--- src/rtl/seq_pattern_gen_if.sv ---
`default_nettype none
// ============================================================================
// Module   : seq_pattern_gen_if
// Brief    : Request handshake and serial output bundle of seq_pattern_gen.
// Revision : 1.0 - initial release
// ============================================================================
interface seq_pattern_gen_if #(
    parameter int MAX_LEN = 16,
    parameter int CNT_W   = 8,
    parameter int GAP_W   = 4,
    parameter int LEN_W   = $clog2(MAX_LEN + 1)
);
    logic               start_valid;
    logic               start_ready;
    logic [MAX_LEN-1:0] pattern;
    logic [LEN_W-1:0]   length;
    logic [CNT_W-1:0]   repeat_cnt;
    logic [GAP_W-1:0]   gap;
    logic               abort;
    logic               o;
    logic               o_valid;
    logic               sof;
    logic               busy;
    logic               done;

    modport master (
        output start_valid, pattern, length, repeat_cnt, gap, abort,
        input  start_ready, o, o_valid, sof, busy, done
    );

    modport slave (
        input  start_valid, pattern, length, repeat_cnt, gap, abort,
        output start_ready, o, o_valid, sof, busy, done
    );
endinterface
`default_nettype wire

--- src/rtl/seq_pattern_gen.sv ---
`default_nettype none
// ============================================================================
// Module   : seq_pattern_gen
// Brief    : Serial MSB-first bit-pattern generator with repeat count and gap.
// Revision : 1.0 - initial release
// ============================================================================
module seq_pattern_gen #(
    parameter int MAX_LEN = 16,
    parameter int CNT_W   = 8,
    parameter int GAP_W   = 4,
    parameter int LEN_W   = $clog2(MAX_LEN + 1)
) (
    input  wire logic        clk,
    input  wire logic        rst,
    seq_pattern_gen_if.slave bus
);

    typedef enum logic [1:0] {
        S_IDLE = 2'd0,
        S_SEND = 2'd1,
        S_GAP  = 2'd2,
        S_DONE = 2'd3
    } state_t;

    localparam logic [LEN_W-1:0] c_max_len  = LEN_W'(MAX_LEN);
    localparam logic [LEN_W-1:0] c_len_one  = LEN_W'(1);
    localparam logic [CNT_W-1:0] c_cnt_one  = CNT_W'(1);
    localparam logic [GAP_W-1:0] c_gap_one  = GAP_W'(1);

    state_t             state_q, state_d;
    logic [MAX_LEN-1:0] pat_q, pat_d;
    logic [LEN_W-1:0]   len_q, len_d;
    logic [GAP_W-1:0]   gap_q, gap_d;
    logic [LEN_W-1:0]   bit_q, bit_d;
    logic [CNT_W-1:0]   rep_q, rep_d;
    logic [GAP_W-1:0]   gcnt_q, gcnt_d;
    logic               o_q, o_d;
    logic               valid_q, valid_d;
    logic               sof_q, sof_d;
    logic               busy_q, busy_d;
    logic               done_q, done_d;
    logic               ready_q, ready_d;

    logic [LEN_W-1:0]   w_len_eff;
    logic [LEN_W-1:0]   w_len_in_m1;
    logic [LEN_W-1:0]   w_len_q_m1;
    logic [LEN_W-1:0]   w_bit_m1;
    logic [MAX_LEN-1:0] w_in_shift;
    logic [MAX_LEN-1:0] w_first_shift;
    logic [MAX_LEN-1:0] w_next_shift;

    assign w_len_eff     = (bus.length > c_max_len) ? c_max_len : bus.length;
    assign w_len_in_m1   = w_len_eff - c_len_one;
    assign w_len_q_m1    = len_q - c_len_one;
    assign w_bit_m1      = bit_q - c_len_one;
    // Shifts instead of variable bit-selects keep the index width independent of MAX_LEN.
    assign w_in_shift    = bus.pattern >> w_len_in_m1;
    assign w_first_shift = pat_q >> w_len_q_m1;
    assign w_next_shift  = pat_q >> w_bit_m1;

    always_comb begin
        state_d = state_q;
        pat_d   = pat_q;
        len_d   = len_q;
        gap_d   = gap_q;
        bit_d   = bit_q;
        rep_d   = rep_q;
        gcnt_d  = gcnt_q;
        o_d     = 1'b0;
        valid_d = 1'b0;
        sof_d   = 1'b0;
        busy_d  = 1'b0;
        done_d  = 1'b0;
        ready_d = 1'b0;

        case (state_q)
            S_IDLE: begin
                ready_d = 1'b1;
                if (bus.start_valid) begin
                    pat_d   = bus.pattern;
                    len_d   = w_len_eff;
                    gap_d   = bus.gap;
                    ready_d = 1'b0;
                    busy_d  = 1'b1;
                    if ((w_len_eff == '0) || (bus.repeat_cnt == '0)) begin
                        state_d = S_DONE;
                        done_d  = 1'b1;
                    end else begin
                        state_d = S_SEND;
                        bit_d   = w_len_in_m1;
                        rep_d   = bus.repeat_cnt - c_cnt_one;
                        o_d     = w_in_shift[0];
                        valid_d = 1'b1;
                        sof_d   = 1'b1;
                    end
                end
            end

            S_SEND: begin
                if (bus.abort) begin
                    state_d = S_IDLE;
                    ready_d = 1'b1;
                end else if (bit_q != '0) begin
                    bit_d   = w_bit_m1;
                    o_d     = w_next_shift[0];
                    valid_d = 1'b1;
                    busy_d  = 1'b1;
                end else if (rep_q != '0) begin
                    // rep_q counts repetitions still owed after the current one
                    rep_d  = rep_q - c_cnt_one;
                    busy_d = 1'b1;
                    if (gap_q != '0) begin
                        state_d = S_GAP;
                        gcnt_d  = gap_q;
                    end else begin
                        bit_d   = w_len_q_m1;
                        o_d     = w_first_shift[0];
                        valid_d = 1'b1;
                        sof_d   = 1'b1;
                    end
                end else begin
                    state_d = S_DONE;
                    done_d  = 1'b1;
                    busy_d  = 1'b1;
                end
            end

            S_GAP: begin
                if (bus.abort) begin
                    state_d = S_IDLE;
                    ready_d = 1'b1;
                end else if (gcnt_q <= c_gap_one) begin
                    state_d = S_SEND;
                    bit_d   = w_len_q_m1;
                    o_d     = w_first_shift[0];
                    valid_d = 1'b1;
                    sof_d   = 1'b1;
                    busy_d  = 1'b1;
                end else begin
                    gcnt_d = gcnt_q - c_gap_one;
                    busy_d = 1'b1;
                end
            end

            S_DONE: begin
                state_d = S_IDLE;
                ready_d = 1'b1;
            end

            default: begin
                state_d = S_IDLE;
                ready_d = 1'b1;
            end
        endcase
    end

    always_ff @(posedge clk) begin
        if (rst) begin
            state_q <= S_IDLE;
            pat_q   <= '0;
            len_q   <= '0;
            gap_q   <= '0;
            bit_q   <= '0;
            rep_q   <= '0;
            gcnt_q  <= '0;
            o_q     <= 1'b0;
            valid_q <= 1'b0;
            sof_q   <= 1'b0;
            busy_q  <= 1'b0;
            done_q  <= 1'b0;
            ready_q <= 1'b1;
        end else begin
            state_q <= state_d;
            pat_q   <= pat_d;
            len_q   <= len_d;
            gap_q   <= gap_d;
            bit_q   <= bit_d;
            rep_q   <= rep_d;
            gcnt_q  <= gcnt_d;
            o_q     <= o_d;
            valid_q <= valid_d;
            sof_q   <= sof_d;
            busy_q  <= busy_d;
            done_q  <= done_d;
            ready_q <= ready_d;
        end
    end

    assign bus.o           = o_q;
    assign bus.o_valid     = valid_q;
    assign bus.sof         = sof_q;
    assign bus.busy        = busy_q;
    assign bus.done        = done_q;
    assign bus.start_ready = ready_q;

endmodule
`default_nettype wire

--- src/flat_wrapper.sv ---
// flat-port wrapper written by rule: the top's interface ports become plain ports
module seq_pattern_gen_flat 
#(
    parameter int MAX_LEN = 16,
    parameter int CNT_W   = 8,
    parameter int GAP_W   = 4,
    parameter int LEN_W   = $clog2(MAX_LEN + 1)
)
  (clk, rst, bus_start_valid, bus_pattern, bus_length, bus_repeat_cnt, bus_gap, bus_abort, bus_start_ready, bus_o, bus_o_valid, bus_sof, bus_busy, bus_done);
  seq_pattern_gen_if #(.MAX_LEN(MAX_LEN), .CNT_W(CNT_W), .GAP_W(GAP_W), .LEN_W(LEN_W)) bus_i ();
  input  wire logic clk;
  input  wire logic rst;
  input wire logic [$bits(bus_i.start_valid)-1:0] bus_start_valid;
  input wire logic [$bits(bus_i.pattern)-1:0] bus_pattern;
  input wire logic [$bits(bus_i.length)-1:0] bus_length;
  input wire logic [$bits(bus_i.repeat_cnt)-1:0] bus_repeat_cnt;
  input wire logic [$bits(bus_i.gap)-1:0] bus_gap;
  input wire logic [$bits(bus_i.abort)-1:0] bus_abort;
  output wire logic [$bits(bus_i.start_ready)-1:0] bus_start_ready;
  output wire logic [$bits(bus_i.o)-1:0] bus_o;
  output wire logic [$bits(bus_i.o_valid)-1:0] bus_o_valid;
  output wire logic [$bits(bus_i.sof)-1:0] bus_sof;
  output wire logic [$bits(bus_i.busy)-1:0] bus_busy;
  output wire logic [$bits(bus_i.done)-1:0] bus_done;
  assign bus_i.start_valid = bus_start_valid;
  assign bus_i.pattern = bus_pattern;
  assign bus_i.length = bus_length;
  assign bus_i.repeat_cnt = bus_repeat_cnt;
  assign bus_i.gap = bus_gap;
  assign bus_i.abort = bus_abort;
  assign bus_start_ready = bus_i.start_ready;
  assign bus_o = bus_i.o;
  assign bus_o_valid = bus_i.o_valid;
  assign bus_sof = bus_i.sof;
  assign bus_busy = bus_i.busy;
  assign bus_done = bus_i.done;
  seq_pattern_gen #(.MAX_LEN(MAX_LEN), .CNT_W(CNT_W), .GAP_W(GAP_W), .LEN_W(LEN_W)) u_core (.clk(clk), .rst(rst), .bus(bus_i));
endmodule
--- config.mk ---
export PLATFORM = sky130hd
export DESIGN_NAME = seq_pattern_gen_flat
export DESIGN_NICKNAME = d
export VERILOG_FILES = /design/src/rtl/seq_pattern_gen_if.sv /design/src/rtl/seq_pattern_gen.sv /design/src/flat_wrapper.sv
export SDC_FILE = /design/constraint.sdc
export NUM_CORES = 1
export LEC_CHECK = 0
export ABC_AREA = 1
export BUFFER_PORTS_ARGS = -buffer_cell sky130_fd_sc_hd__buf_2
export CAP_MARGIN = 20
export CORE_ASPECT_RATIO = 0.8
export CORE_MARGIN = 2
export CORE_UTILIZATION = 55
export DETAILED_ROUTE_END_ITERATION = 6
export PLACE_DENSITY = 0.8
export SLEW_MARGIN = 20
export SYNTH_ARGS = -nofsm -noshare
export SYNTH_HDL_FRONTEND = slang
export SYNTH_SLANG_ARGS = --single-unit
--- constraint.sdc ---
create_clock -name clk -period 3.9 [get_ports clk]
set_input_delay 0.975 -clock clk [delete_from_list [all_inputs] [get_ports clk]]
set_output_delay 0.975 -clock clk [all_outputs]
set_load 0.01 [all_outputs]
* Yosys cells after proc, flatten, opt, wreduce, memory -nomap -nowiden
Index checks and enable logic that the tools add are counted.
Operators by class: add/sub/neg operators 6, $lt $le $gt $ge 2, equal/unequal tests 17, reductions and logical operators 16, shift-type cells 3, muxes and demuxes 65
Operators by type and width (count):
- right shift 16 x 5 -> 1 bit | 3
- 2-to-1 mux 5 bit | 9
- 2-to-1 mux 8 bit | 5
- 2-to-1 mux 1 bit | 27
- 2-to-1 mux 4 bit | 6
- 2-to-1 mux 2 bit | 8
- case mux 8 bit (2 select lines) | 1
- subtractor 8 x 1 -> 8 bit, second input constant | 2
- case mux 5 bit (3 select lines) | 1
- subtractor 5 x 1 -> 5 bit, second input constant | 3
- inequality test 2 bit, second input constant | 6
- case mux 1 bit (3 select lines) | 4
- logical NOT 8 bit | 1
- case mux 2 bit (4 select lines) | 1
- case mux 4 bit (2 select lines) | 1
- AND reduction 8 bit | 1
- nonzero test 8 bit | 1
- AND reduction 7 bit | 1
- inequality test 2 x 1 -> 1 bit, second input constant | 3
- inequality test 3 x 2 -> 1 bit, second input constant | 2
- AND reduction 6 bit | 1
- greater-than comparator 5 bit, second input constant | 1
- logical NOT 5 bit | 1
- nonzero test 5 bit | 1
- other kinds (16) | 19
Word-level totals: logic and storage cells 122, flip-flop bits (word level) 50, input port bits 37, output and inout port bits 6

* Depth between registers and ports, before layout
Gate-level depths: netlist of the first run.
word-level depth 7, gate-level depth with buffers 15, gate-level depth less buffers 14

* Worst setup path after synthesis of the first run
Ideal clock, no wire load.
path kind input-to-reg, start input bus_length[2], end register u_core.rep_q[7], data required time 3784 ps, setup slack 1401 ps, stages 15, path buffers 2, data arrival time 2384 ps, library setup time 116 ps, path through nor2_2 nand2_2 nand2_4 nand2_2 buf_6 ha_1 nand3_1 o21ai_2 nand2_2 o21ai_1 nor2_1 nand2_2 buf_6 a21oi_1 nor2_1
On the way: longest elaborated chain between the ends 6
Ends and longest elaborated chain:
- from (decl) | RTL line flat_wrapper.sv:15 | input wire logic [$bits(bus_i.length)-1:0] bus_length;
- greater-than comparator 5 bit | RTL line seq_pattern_gen.sv:52 | assign w_len_eff = (bus.length > c_max_len) ? c_max_len : bus.length;
- 2-to-1 mux 5 bit (*) | RTL line seq_pattern_gen.sv:52
- logical NOT 5 bit (*) | RTL line seq_pattern_gen.sv:85 | if ((w_len_eff == '0) || (bus.repeat_cnt == '0)) begin
- logical OR 1 bit (*) | RTL line seq_pattern_gen.sv:85
- inequality test 2 bit (no source line) (*)
- AND reduction 6 bit (no source line) (*)
- to (signal assigned) | RTL line seq_pattern_gen.sv:178 | rep_q <= rep_d;
- to (decl) | RTL line seq_pattern_gen.sv:35 | logic [CNT_W-1:0] rep_q, rep_d;
Mark *: on every way between the ends. The rest lies on a longest branch, timed or not. A chain may end at the register's enable or synchronous reset.

* Worst setup path after layout of the first run
start register u_core.state_q[1], end register u_core.rep_q[4]
On the way: longest elaborated chain between the ends 3, elaborated cells on any way between the ends 10, those cells by class eq/ne: 6; mux: 1; reduce/logical: 3
Ends and longest elaborated chain:
- from (decl) | RTL line seq_pattern_gen.sv:30 | state_t state_q, state_d;
- from (signal assigned) | RTL line seq_pattern_gen.sv:173 | state_q <= state_d;
- equality test 2 x 1 -> 1 bit or logical NOT 2 bit (tied branches) | RTL line seq_pattern_gen.sv:76 | case (state_q)
- inequality test 2 bit (no source line) (tied with other cells)
- AND reduction 6 bit (no source line)
Parallel ways exist; a longest one is shown, timed or not.

==> flow_metrics.tcl, run 1 <==
set metrics [dict create \
    r2r_cells 11 \
    path_delay_family "adder cells" \
    register_area_um2 1001 \
    final_util 0.6423 \
    fin_setup_tns_ps 0 \
    p_per_area_nw_per_um2 742.8 \
    startpoint_type "flop" \
    multiInputGateArea_um2 1883 \
    yosysTopAreaCellShare 0.3100 \
    critPathMaxFanout 20 \
    cp.arrival_ps 2850 \
    avgSynthCellArea_um2 6.686 \
    status "finished clean" \
    cp_slowest_stage_delay_ps 740 \
    async_reset_ff_frac 0 \
    clockBufferDepth 2 \
    wire_per_inst_um 13.50 \
    synthFlopType "dfxtp_1" \
    die_y_um 72.54 \
    syn_inst 483 \
    final_min_period_over_clock_period 0.6814 \
    synth_common_cells "nand2_1, o21ai_0, inv_1, a21oi_1, dfxtp_1" \
    grt-ovfl-total 0 \
    ys_seq_area_frac 0.3100 \
    drive_gt1_frac 0.1644 \
    antenna_found_initial 0 \
    crit_cells 11 \
    max_freq_ghz 0.3763 \
    synth_area_leader_cell "dfxtp_1" \
    core_um2 5555 \
    synth_area_um2 3229 \
    leakage_uw 0.001587 \
    grt_pass1_vias 2792 \
    firstDrtPassIters 5 \
    vias_per_cell 5.556 \
    ys_warn_count 0 \
    boundaryPins 43 \
    drtIter0Drc 332 \
    startpoint "u_core.state_q[1]" \
    hold_path.class "reg -> reg" \
    grtUsageTotal 0.2534 \
    path_clk_slew_ps 100 \
    timing.rr.start "u_core.state_q[1]" \
    slew_headroom 0.4186 \
    worstMarginPinSlew_ps 872.1 \
    synth_area_leaders "dfxtp_1, o21ai_0, nand2_1" \
    rsz0062_at_grt "false" \
    cts_root_buffer "clkbuf_8" \
    syn_to_final_growth_pct 10.50 \
    min_period_ps 2657 \
    max_cap_violations 0 \
    syn_nets 532 \
    worst-path-buf-inv 3 \
    synth_xor_area_frac 0.02983 \
    drc_errors 0 \
    slew_violations 0 \
    synth.most_common_cell "nand2_1" \
    rows 24 \
    htreeDepth 2 \
    die-area_um2 6504 \
    synth-edff-count 0 \
    insertedDiodeCount 0 \
    insertion_delay_ps 300 \
    post_cts_resized 0 \
    setup_viol 0 \
    final_hold_viol_count 0 \
    place_congestion 0.9608 \
    grt_max_degree 43 \
    fin_nets 565 \
    synth_compound_area_frac 0.2449 \
    cts_hold_buf 0 \
    peakVddDrop_v 0.0003388 \
    cts_sinks 50 \
    min_from "u_core.pat_q[14]" \
    hpwl_mm 6.026 \
    post_cts_buffers 0 \
    crit_type "reg -> reg" \
    fp.dieW_um 89.67 \
    synth_top_family_by_area "simple AND/OR/NAND/NOR gates" \
    end_kind "flop" \
    vias 3306 \
    drt-total-wl_mm 8.031 \
    fin_skew_ps 7.625 \
    synthSimpleGateAreaFrac 0.2588 \
    worstPathCellList "inv_1 -> ha_1 -> inv_2 -> o21ai_0 -> inv_1 -> ha_1 -> nand2_1 -> nor2_1 -> xor2_1 -> o21ai_1 -> a21oi_1" \
    ant_nets 0 \
    fill_cells 522 \
    grt_pass1_wl_mm 12.97 \
    ys_ff_latch 50 \
    cts_buffers 5 \
    cp_slowest_cell "ha_1" \
    ys_types 38 \
    tritoncts "done" \
    synth.area.mux_share 0.003100 \
    hold_path_depth 2 \
    synthAdderAreaFrac 0.04649 \
    initial_core_util 0.5813 \
    cp_data_required_time_ps 4090 \
    io_buffers 42 \
]
-- final timing paths --
check	slack [ps]	end
setup / recovery	1240	u_core.rep_q[4]
hold / removal	470	u_core.pat_q[14]
setup reg to reg	1240	u_core.rep_q[4]
hold reg to reg	470	u_core.pat_q[14]
-- per-stage QoR --
step | cell area, um^2 | instances | setup WS (ps) | power, uW | hold WS, ps
floorplan | 3229 | 483 | 1401 | 1997 | 439.0
global placement | 3436 | 586 | 1044 | 2249 | 456.5
detailed placement | 3436 | 586 | 919.2 | 2279 | 457.7
CTS | 3541 | 594 | 1228 | 2614 | 471.2
global route | 3568 | 595 | 1018 | 2876 | 496.6
finish | 3568 | 595 | 1243 | 2650 | 470.3
-- cell usage in the layout, fill, tap and decap left out, drive strengths merged --
cell	n
a31oi	2
buf	44
o211ai	9
mux2i	1
nor4	1
a32oi	1
a221oi	1
nand3	43
dfxtp	50
ha	12
o21ai	76
a21oi	51
nand3b	1
inv	60
nor3	5
xnor2	5
xor2	6
o31ai	1
nor2	54
nand2	79
clkbuf	7
o22ai	1
a211oi	2
clkinv	4
or2	1
-- tightest hold or removal path: stages (launching register included) --
cell,delay (ps)
dfxtp_1,320
inv_1,60
a21oi_1,50
-- metal layers --
layer / GRT usage / vias to the layer above / part of all wire
met1: 0.3847 / 1492 / 0.49
met2: 0.3775 / 134 / 0.43
met4: 0.04478 / 0 / 0.0087
met3: 0.04551 / 10 / 0.074
met5: 0 / - / 0
li1: - / 1670 / -
-- where the power goes --
group,switching [uW],internal [uW]
logic,1000,531
clock network,174,163
registers,108,670
total,1290,1360
-- cells by family after synthesis --
kind of cell	after synthesis
buf+inv	81
fa+ha+maj	12
simple gates	184
flops	50
xor+xnor	11
mux	1
compound gates	144
-- cell type report --
type | instances | area share
clock buffer | 7 | 0.02700
clock inverter | 1 | 0.002454
inverter | 63 | 0.06627
multi-input combinational | 352 | 0.5277
sequential | 50 | 0.2805
tap | 78 | 0.02735
timing repair buffer | 44 | 0.06872
-- registers in the layout (all words and copies together), names as in the netlist --
| register | count |
|---|---|
| u_core.pat_q | 16 |
| u_core.rep_q | 8 |
| u_core.bit_q | 5 |
| u_core.len_q | 5 |
| u_core.gap_q | 4 |
| u_core.gcnt_q | 4 |
| u_core.state_q | 2 |
| u_core.bus.busy | 1 |
| u_core.bus.done | 1 |
| u_core.bus.o | 1 |
| u_core.bus.o_valid | 1 |
| u_core.bus.sof | 1 |
| u_core.bus.start_ready | 1 |
Note: power is estimated with default switching activity, not from simulation.
==> inputs of run 2 (changes only) <==
Settings changed: CORE_UTILIZATION 55 to 52, PLACE_DENSITY 0.8 to 0.79.
Clock period 3.9 ns to 2.1 ns, I/O delays scaled along.
==> flow_metrics.tcl, run 2 (synthesized netlist as in run 1, its figures left out) <==
set metrics [dict create \
    status "finished clean" \
    cts_sinks 50 \
    grt_pass1_wl_mm 13.65 \
    fp.dieW_um 92.11 \
    placed_area_um2 3572 \
    drive_gt1_frac 0.1898 \
    htreeDepth 2 \
    drtIter0Drc 344 \
    max_cap_violations 0 \
    grt_max_degree 35 \
    leakage_uw 0.001678 \
    cp-endpoint "u_core.rep_q[6]" \
    final_util 0.6278 \
    path_delay_family "adder cells" \
    crit_type "reg -> reg" \
    insertion_delay_ps 300 \
    fin_area_um2 3731 \
    slew_violations 0 \
    layout_common_cells "nand2_1, o21ai_0, inv_1, a21oi_1, dfxtp_1" \
    tritoncts "done" \
    cp_data_required_time_ps 2300 \
    largest_reg_flops 16 \
    vias 3381 \
    r2r_cells 10 \
    cts_root_buffer "clkbuf_8" \
    insertedDiodeCount 0 \
    drt-total-wl_mm 8.354 \
    io_buffers 42 \
    final_min_period_over_clock_period 0.9316 \
    p_per_area_nw_per_um2 1422 \
    drc_errors 0 \
    worst-path-buf-inv 2 \
    grtUsageTotal 0.2500 \
    worstMarginPinSlew_ps 463.9 \
    hold-worst-slack_ps 469.9 \
    die_y_um 74.49 \
    max_freq_ghz 0.5111 \
    critPathMaxFanout 13 \
    r2r_end "u_core.rep_q[6]" \
    regMostFlops "u_core.pat_q" \
    wire_per_inst_um 13.63 \
    startpoint_type "flop" \
    path_clk_slew_ps 90 \
    cp_slowest_cell "dfxtp_1" \
    crit_top_cell "nand2_1" \
    fin_nets 580 \
    final_hold_viol_count 0 \
    syn_to_final_growth_pct 15.54 \
    antenna_found_initial 0 \
    firstDrtPassIters 6 \
    slew_headroom 0.6904 \
    cts_buffers 5 \
    p_total_uw 5306 \
    timing.rr.start "u_core.state_q[1]" \
    initial_core_util 0.5434 \
    ant_nets 0 \
    setup_viol 0 \
    crit_cells 10 \
    core_um2 5943 \
    startpoint "u_core.state_q[1]" \
    final_common_cell "nand2_1" \
    cp_slowest_stage_delay_ps 350 \
    cp.arrival_ps 2160 \
    rows 25 \
    worstPathCellList "inv_1 -> ha_2 -> buf_6 -> nand2_1 -> o21ai_4 -> ha_1 -> nand2_1 -> nor4_2 -> xor2_1 -> a21oi_1" \
    cts_hold_buf 0 \
    end_kind "flop" \
    vias_per_cell 5.515 \
    grt_pass1_vias 2905 \
    peakVddDrop_v 0.0006268 \
    boundaryPins 43 \
    reg2reg_setup_slack_ps 140 \
    min_period_ps 1956 \
    largestRegisters "u_core.pat_q x16, u_core.rep_q x8" \
    hpwl_mm 6.407 \
    grt-ovfl-total 0 \
    hold_path.class "reg -> reg" \
    place_congestion 0.9449 \
    die-area_um2 6860 \
    fin_skew_ps 5.860 \
    clockBufferDepth 2 \
]
==> run 2: how the worst min path moves through the flow <==
stage	start	end	slack [ps]	depth (start not counted)
finish	u_core.pat_q[14]	u_core.pat_q[14]	470	2
global route	bus_gap[1]	u_core.gap_q[1]	490	3
CTS	bus_gap[1]	u_core.gap_q[1]	470	3
detailed placement	u_core.pat_q[14]	u_core.pat_q[14]	460	2
global placement	u_core.pat_q[6]	u_core.pat_q[6]	450	2
floorplan	u_core.gap_q[3]	u_core.gap_q[3]	440	2
==> run 2: metrics by stage <==
step / worst slack (ps) / TNS [ps] / std cells
finish: 143.6 / 0 / 613
detailed placement: -58.60 / -225.6 / 605
global route: -2.847 / -2.847 / 613
global placement: 23.57 / 0 / 605
floorplan: 50.58 / 0 / 483
CTS: 105.4 / 0 / 613
==> run 2: per-layer routing <==
metal  global-route usage  wire (um)  up-vias
met3              0.05674        788       15
li1                     -          -     1694
met5                    0          0        -
met4              0.05970        123        0
met1               0.3501       3879     1512
met2               0.3971       3563      160
==> run 2: worst register-to-register path, cell delays in order (launching register included) <==
cell	delay [ps]
dfxtp_1	350
inv_1	110
ha_2	240
buf_6	190
nand2_1	110
o21ai_4	90
ha_1	210
nand2_1	100
nor4_2	210
xor2_1	170
a21oi_1	80
==> run 2: final cells by class <==
cell class	instances	area [um^2]
fill	548	2212
multi-input combinational	352	1893
sequential	50	1001
timing repair buffer	59	354.1
inverter	63	239.0
tap	81	101.3
clock buffer	6	82.58
clock inverter	2	60.06
==> run 2: repair_timing <==
action	CTS	global route
setup endpoints to repair	0	3
buffers inserted	0	0
endpoints found under the hold margin	0	0
resized for setup	0	4
==> run 2: report_power, final <==
group          internal, uW  switching (uW)
clock network           508             331
logic                  1100            1930
registers              1240             194
total                  2850            2460
